$ cat src/rtl/v810_pkg.sv
// Shared definitions for the V810 instruction fetch unit: reset vector, FSM states, queue-count width.
// Latency: n/a (definitions only).
// Backpressure: n/a.
package v810_pkg;

    localparam logic [31:0] V810_RESET_PC = 32'hFFFF_FFF0;
    localparam int          V810_QDEPTH   = 4;

    typedef enum logic [1:0] {
        ST_IDLE  = 2'd0,
        ST_FETCH = 2'd1,
        ST_FLUSH = 2'd2
    } fstate_t;

    // A queue of 'depth' halfwords needs to represent 0..depth inclusive.
    function automatic int qcnt_width(input int depth);
        return $clog2(depth + 1);
    endfunction

    localparam int V810_QCNT_W = qcnt_width(V810_QDEPTH);

endpackage

$ cat src/rtl/v810_ifq.sv
// Halfword prefetch queue: writes 0..2 halfwords, reads 0..2 halfwords, flush, count output.
// Latency: written halfwords visible on o_head one cycle after the write.
// Backpressure: none internally; the writer must keep count + writes <= DEPTH, the reader must not exceed count.
module v810_ifq
    import v810_pkg::*;
#(
    parameter int DEPTH = V810_QDEPTH,
    parameter int CW    = qcnt_width(DEPTH)
) (
    input  logic          i_clk,
    input  logic          i_rst_n,
    input  logic          i_en,
    input  logic          i_flush,
    input  logic [1:0]    i_wr_n,
    input  logic [31:0]   i_wr_dat,
    input  logic [1:0]    i_rd_n,
    output logic [31:0]   o_head,
    output logic [CW-1:0] o_cnt
);

    localparam int PW = $clog2(DEPTH);

    logic [15:0]   r_mem [DEPTH];
    logic [PW-1:0] r_rd;
    logic [PW-1:0] r_wr;
    logic [CW-1:0] r_cnt;

    // DEPTH is only required to be even, so pointers wrap explicitly.
    function automatic logic [PW-1:0] ptr_add(input logic [PW-1:0] p, input logic [1:0] n);
        int s;
        s = int'(p) + int'(n);
        if (s >= DEPTH) s = s - DEPTH;
        return PW'(s);
    endfunction

    always_ff @(posedge i_clk or negedge i_rst_n) begin
        if (!i_rst_n) begin
            r_rd  <= '0;
            r_wr  <= '0;
            r_cnt <= '0;
        end else if (i_en) begin
            if (i_flush) begin
                r_rd  <= '0;
                r_wr  <= '0;
                r_cnt <= '0;
            end else begin
                r_rd  <= ptr_add(r_rd, i_rd_n);
                r_wr  <= ptr_add(r_wr, i_wr_n);
                r_cnt <= r_cnt + CW'(i_wr_n) - CW'(i_rd_n);
            end
        end
    end

    always_ff @(posedge i_clk) begin
        if (i_en && !i_flush) begin
            if (i_wr_n != 2'd0) r_mem[r_wr] <= i_wr_dat[15:0];
            if (i_wr_n == 2'd2) r_mem[ptr_add(r_wr, 2'd1)] <= i_wr_dat[31:16];
        end
    end

    assign o_head = {r_mem[ptr_add(r_rd, 2'd1)], r_mem[r_rd]};
    assign o_cnt  = r_cnt;

endmodule

$ cat src/rtl/v810_ifetch.sv
// V810 instruction fetch: word fetcher feeding a halfword queue to the decoder, with redirect handling.
// Latency: fetched halfwords reach QD/QV the cycle after EUIACK; redirect empties QV the next cycle.
// Backpressure: EUIREQ only starts when the queue has room for a full word; an issued request is held until EUIACK.
module v810_ifetch
    import v810_pkg::*;
#(
    parameter int          QDEPTH   = V810_QDEPTH,
    parameter logic [31:0] RESET_PC = V810_RESET_PC
) (
    input  logic        CLK,
    input  logic        RESn,
    input  logic        CE,
    input  logic        JMP,
    input  logic [31:0] JMPA,
    output logic [31:0] EUIA,
    output logic        EUIREQ,
    input  logic [31:0] EUID,
    input  logic        EUIACK,
    output logic [31:0] QD,
    output logic [31:0] QPC,
    output logic [1:0]  QV,
    input  logic [1:0]  QCONS
);

    localparam int CW = qcnt_width(QDEPTH);

    fstate_t       r_state;
    logic [31:0]   r_fa;
    logic [31:0]   r_euia;
    logic [31:0]   r_qpc;
    logic          r_req;
    logic          r_skip;

    logic [CW-1:0] w_cnt;
    logic [CW:0]   w_cnt_nxt;
    logic [1:0]    w_qv;
    logic [1:0]    w_cons;
    logic [1:0]    w_wr_n;
    logic [31:0]   w_wr_dat;
    logic          w_ack_ok;
    logic          w_room;
    logic          w_unused_jmpa0;

    assign w_unused_jmpa0 = JMPA[0];

    always_comb begin
        w_qv      = (w_cnt >= CW'(2)) ? 2'd2 : w_cnt[1:0];
        w_cons    = JMP ? 2'd0 : ((QCONS > w_qv) ? w_qv : QCONS);
        w_ack_ok  = (r_state == ST_FETCH) && EUIACK && !JMP;
        w_wr_n    = w_ack_ok ? (r_skip ? 2'd1 : 2'd2) : 2'd0;
        w_wr_dat  = r_skip ? {16'h0000, EUID[31:16]} : EUID;
        w_cnt_nxt = {1'b0, w_cnt} + (CW+1)'(w_wr_n) - (CW+1)'(w_cons);
        // Room for a whole word after this cycle's fill and drain.
        w_room    = (32'(w_cnt_nxt) + 32'd2) <= 32'(QDEPTH);
    end

    always_ff @(posedge CLK or negedge RESn) begin
        if (!RESn) begin
            r_state <= ST_IDLE;
            r_fa    <= RESET_PC & ~32'd3;
            r_euia  <= RESET_PC & ~32'd3;
            r_qpc   <= RESET_PC;
            r_req   <= 1'b0;
            r_skip  <= RESET_PC[1];
        end else if (CE) begin
            if (JMP) begin
                r_qpc  <= {JMPA[31:1], 1'b0};
                r_fa   <= {JMPA[31:2], 2'b00};
                r_skip <= JMPA[1];
            end else begin
                r_qpc  <= r_qpc + {29'd0, w_cons, 1'b0};
            end

            case (r_state)
                ST_IDLE: begin
                    if (!JMP && w_room) begin
                        r_state <= ST_FETCH;
                        r_req   <= 1'b1;
                        r_euia  <= r_fa;
                    end
                end
                ST_FETCH: begin
                    if (EUIACK) begin
                        if (JMP) begin
                            r_state <= ST_IDLE;
                            r_req   <= 1'b0;
                        end else begin
                            r_fa   <= r_fa + 32'd4;
                            r_skip <= 1'b0;
                            if (w_room) begin
                                r_euia <= r_fa + 32'd4;
                            end else begin
                                r_state <= ST_IDLE;
                                r_req   <= 1'b0;
                            end
                        end
                    end else if (JMP) begin
                        // Request already on the bus: keep it until acked, then drop its data.
                        r_state <= ST_FLUSH;
                    end
                end
                ST_FLUSH: begin
                    if (EUIACK) begin
                        r_state <= ST_IDLE;
                        r_req   <= 1'b0;
                    end
                end
                default: begin
                    r_state <= ST_IDLE;
                    r_req   <= 1'b0;
                end
            endcase
        end
    end

    always_ff @(posedge CLK) begin
        if (RESn && CE && !JMP)
            assert (QCONS <= QV)
            else $warning("v810_ifetch: QCONS %0d above QV %0d, clamped", QCONS, QV);
    end

    v810_ifq #(
        .DEPTH (QDEPTH),
        .CW    (CW)
    ) u_ifq (
        .i_clk    (CLK),
        .i_rst_n  (RESn),
        .i_en     (CE),
        .i_flush  (JMP),
        .i_wr_n   (w_wr_n),
        .i_wr_dat (w_wr_dat),
        .i_rd_n   (w_cons),
        .o_head   (QD),
        .o_cnt    (w_cnt)
    );

    assign EUIA   = r_euia;
    assign EUIREQ = r_req;
    assign QPC    = r_qpc;
    assign QV     = w_qv;

endmodule

$ cat config.mk
export PLATFORM = sky130hd
export DESIGN_NAME = v810_ifetch
export DESIGN_NICKNAME = d
export VERILOG_FILES = /design/src/rtl/v810_pkg.sv /design/src/rtl/v810_ifq.sv /design/src/rtl/v810_ifetch.sv
export SDC_FILE = /design/constraint.sdc
export NUM_CORES = 1
export LEC_CHECK = 0
export ABC_CLOCK_PERIOD_IN_PS = 4900
export CAP_MARGIN = 20
export CORE_ASPECT_RATIO = 1.75
export CORE_MARGIN = 3
export CORE_UTILIZATION = 54
export DETAILED_ROUTE_END_ITERATION = 12
export PLACE_DENSITY = 0.8
export SLEW_MARGIN = 20
export SYNTH_ARGS = -nofsm -noshare
export SYNTH_HDL_FRONTEND = slang
export SYNTH_SLANG_ARGS = --single-unit
$ cat constraint.sdc
create_clock -name CLK -period 4.9 [get_ports CLK]
set_clock_uncertainty 0.15 [all_clocks]
set_input_delay 0.49 -clock CLK [delete_from_list [all_inputs] [get_ports CLK]]
set_output_delay 0.49 -clock CLK [all_outputs]
set_load 0.005 [all_outputs]
==> impl_metrics.env <==
export IMPL_reg2regPathDepth=20
export IMPL_cts_sinks=170
export IMPL_r2r_setup_slack_ps=500
export IMPL_cp_max_fo=54
export IMPL_final_common_cell="clkdlybuf4s50_1"
export IMPL_cap_violations=0
export IMPL_finalSetupViolCount=0
export IMPL_grt_pass1_vias=8038
export IMPL_hold_violations=0
export IMPL_powerDensity_nw_per_um2=434.4
export IMPL_die_w_um=109.0
export IMPL_avgViaCountPerCell=6.125
export IMPL_tightest_slew_ps=872.6
export IMPL_fmax_mhz=227.4
export IMPL_grt_antenna_before_repair=0
export IMPL_min_path_cells=3
export IMPL_io_pins=170
export IMPL_period_share_pct=89.75
export IMPL_p_int_uw=3600
export IMPL_diodes=0
export IMPL_seq_area_frac_synth_pct=46.64
export IMPL_yosysWarnings=0
export IMPL_synth_fp_nets=1023
export IMPL_dieArea_um2=20320
export IMPL_synth_top_area_share_pct=22.00
export IMPL_clkTransAtPathRegs_ps=80
export IMPL_worstPathRequired_ps=5050
export IMPL_layout_common_cells="clkdlybuf4s50_1 (165), nand2_1 (94), dfstp_2 (84)"
export IMPL_clock_power_share_pct=24.6
export IMPL_die_y_um=186.3
export IMPL_cts_buffer_depth=2
export IMPL_synthDistinctLibCells=68
export IMPL_io_buffers=167
export IMPL_cts_resized=0
export IMPL_grt_ovfl_total=0
export IMPL_worst_hold_path_type="input port to flip-flop"
export IMPL_power_frac_comb_pct=35.4
export IMPL_ant_nets=0
export IMPL_placedCellCount=1297
export IMPL_final_area_um2=12430
export IMPL_status="completed"
export IMPL_post_drt_wl_per_cell_um=20.00
export IMPL_cts_tree="done"
export IMPL_netlist_instances=938
export IMPL_place_area_um2=11850
export IMPL_period_minus_slack_ps=4398
export IMPL_grt_pass1_wl_um=42250
export IMPL_ys_flop_type="dfstp_2"
export IMPL_crit_type="flip-flop to flip-flop"
export IMPL_min_to="QPC[2]$_DFFE_PN0P_"
export IMPL_start_util_pct=55.32
export IMPL_switching_share_pct=33.32
export IMPL_min_from="CE"
export IMPL_r2r_start="u_ifq.o_cnt[2]$_DFFE_PN0P_"
export IMPL_layout_drive_gt1_share_pct=24.18
export IMPL_seq_power_share_pct=39.9
export IMPL_ir_drop_uv=276.9
export IMPL_layout_nets=1168
export IMPL_fin_hold_ws_ps=288.4
export IMPL_syn2layout_area_growth_pct=23.87
export IMPL_rsz0062_at_grt="no"
export IMPL_critical_path_startpoint_type="flip-flop"
export IMPL_first_iter_violations=508
export IMPL_slew_headroom_pct=41.83
export IMPL_cts_made_buffers=17
export IMPL_track_usage_pct=26.77
export IMPL_power_uw=5399
export IMPL_finalSetupTns_ps=0
export IMPL_leakagePower_uw=0.004511
export IMPL_syn_area_um2=10030
export IMPL_synthTopCellsByArea="dfstp_2 (22%), edfxtp_1 (19%), mux2_2 (7.4%)"
export IMPL_place_congestion=0.9357
export IMPL_grt_max_degree=88
export IMPL_arrival_ps=4550
export IMPL_drt_pass1_iter_count=5
export IMPL_dpl_hpwl_um=19080
export IMPL_fillerInstances=1374
export IMPL_synthArstFlopShare_pct=62.35
export IMPL_clk_root_buffer_cell="clkbuf_16"
export IMPL_worst_r2r_endpoint="EUIA[2]$_DFFE_PN0P_"
export IMPL_switching_power_uw=1799
export IMPL_htreeDepth=4
export IMPL_final_cells=1330
export IMPL_synth_area_per_cell_um2=10.70
export IMPL_drc=0
export IMPL_endpoint_kind="flip-flop"
export IMPL_wl_um=26600
export IMPL_ys_seq_elements=170
export IMPL_drv_slew=0
export IMPL_rows=65
export IMPL_insertion_delay_ps=440
export IMPL_core_area_um2=18140
export IMPL_synth_edf_count=64
export IMPL_via_count=8146
export IMPL_yosysTopAreaCell="dfstp_2"
-- cells by family after synthesis --
group | after synthesis | share of synthesized area, %
xor gates and xnor gates | 32 | 2.793
other | 1 | 0.03738
and+or+nand+nor | 268 | 13.46
AOI/OAI and AO/OA | 246 | 14.58
adders and majority gates | 14 | 1.970
DFF | 170 | 46.64
muxes | 115 | 16.29
buffers and inverters | 92 | 4.240
-- repair_timing --
item	4_1_cts	5_1_grt
hold endpoints to repair	11	0
hold buffers	1	0
buffers inserted	0	0
setup endpoints to repair	0	0
-- metal layers --
metal,track usage [%],wire (um),up-vias
met4,11.47,947,0
met5,0,0,-
li1,-,-,3807
met1,30.41,9682,3957
met3,5.469,1674,63
met2,47.59,14290,319
-- Yosys cell counts (5+ instances only) --
master,count
buf_2,9
nand2_1,94
clkbuf_1,40
a31oi_1,9
xnor2_1,21
dfstp_2,84
ha_1,11
inv_1,27
mux2i_1,17
o21ai_0,66
a21oi_1,68
nand3_1,32
o22ai_1,62
dfrtp_1,22
mux4_2,32
edfxtp_1,64
and3_1,14
xor2_1,11
nor3_1,12
or3_1,6
and2_1,7
nor2_1,64
a31o_2,5
nand4_1,7
mux2_2,66
-- per-stage QoR --
| step | setup WS (ps) | util [%] |
|---|---|---|
| floorplan | 1060 | - |
| global placement | 331.4 | 65.33 |
| detailed placement | 260.3 | 65.33 |
| CTS | 469.9 | 68.53 |
| global route | 147.5 | 68.53 |
| finish | 502.0 | 68.53 |
-- critical path: stages (launching register included) --
cell,delay (ps)
dfrtp_1,410
nor2_1,260
inv_1,80
ha_1,280
nand3_1,70
a21oi_1,260
ha_1,290
inv_1,60
ha_1,140
inv_1,50
fa_1,370
xor2_1,240
inv_1,70
ha_1,270
o21ai_0,80
nand2_1,120
nor3b_1,390
o21ai_4,170
buf_4,300
nand2_1,110
o21ai_0,90
-- sequential cells by signal, indices dropped and copies added (netlist names), 2 cells and up --
name,flops
QPC,31
u_ifq.r_rd,2
u_ifq.o_cnt,3
u_ifq.r_wr,2
r_fa,32
EUIA,32
r_state,2
u_ifq.r_mem,64
-- cell type report --
cell class | count | area (um2) | area share, %
clock inverters | 15 | 143.9 | 1.158
inverters | 28 | 105.1 | 0.8457
multi-input cells | 676 | 4941 | 39.76
flip-flops and latches | 170 | 4681 | 37.66
clock buffers | 17 | 425.4 | 3.423
well taps | 234 | 292.8 | 2.356
repair buffers | 190 | 1839 | 14.80
-- power by group through the flow --
stage	Combinational, uW	Sequential [uW]	Clock, uW
finish	1910	2160	1330
global route	2110	2200	1410
CTS	1930	2160	1350
detailed placement	1910	2180	0
global placement	1870	2170	0
floorplan	1150	2060	0
-- worst max path at each step --
stage               slack (ps)                        from                   to
floorplan                 1060                      EUIACK  EUIA[2]$_DFFE_PN0P_
global placement           330                      EUIACK  EUIA[2]$_DFFE_PN0P_
detailed placement         260                      EUIACK  EUIA[2]$_DFFE_PN0P_
CTS                        470  u_ifq.o_cnt[2]$_DFFE_PN0P_  EUIA[2]$_DFFE_PN0P_
global route               150  u_ifq.o_cnt[2]$_DFFE_PN0P_  EUIA[2]$_DFFE_PN0P_
finish                     500  u_ifq.o_cnt[2]$_DFFE_PN0P_  EUIA[2]$_DFFE_PN0P_
No activity file was read; power rests on OpenSTA's default activity.
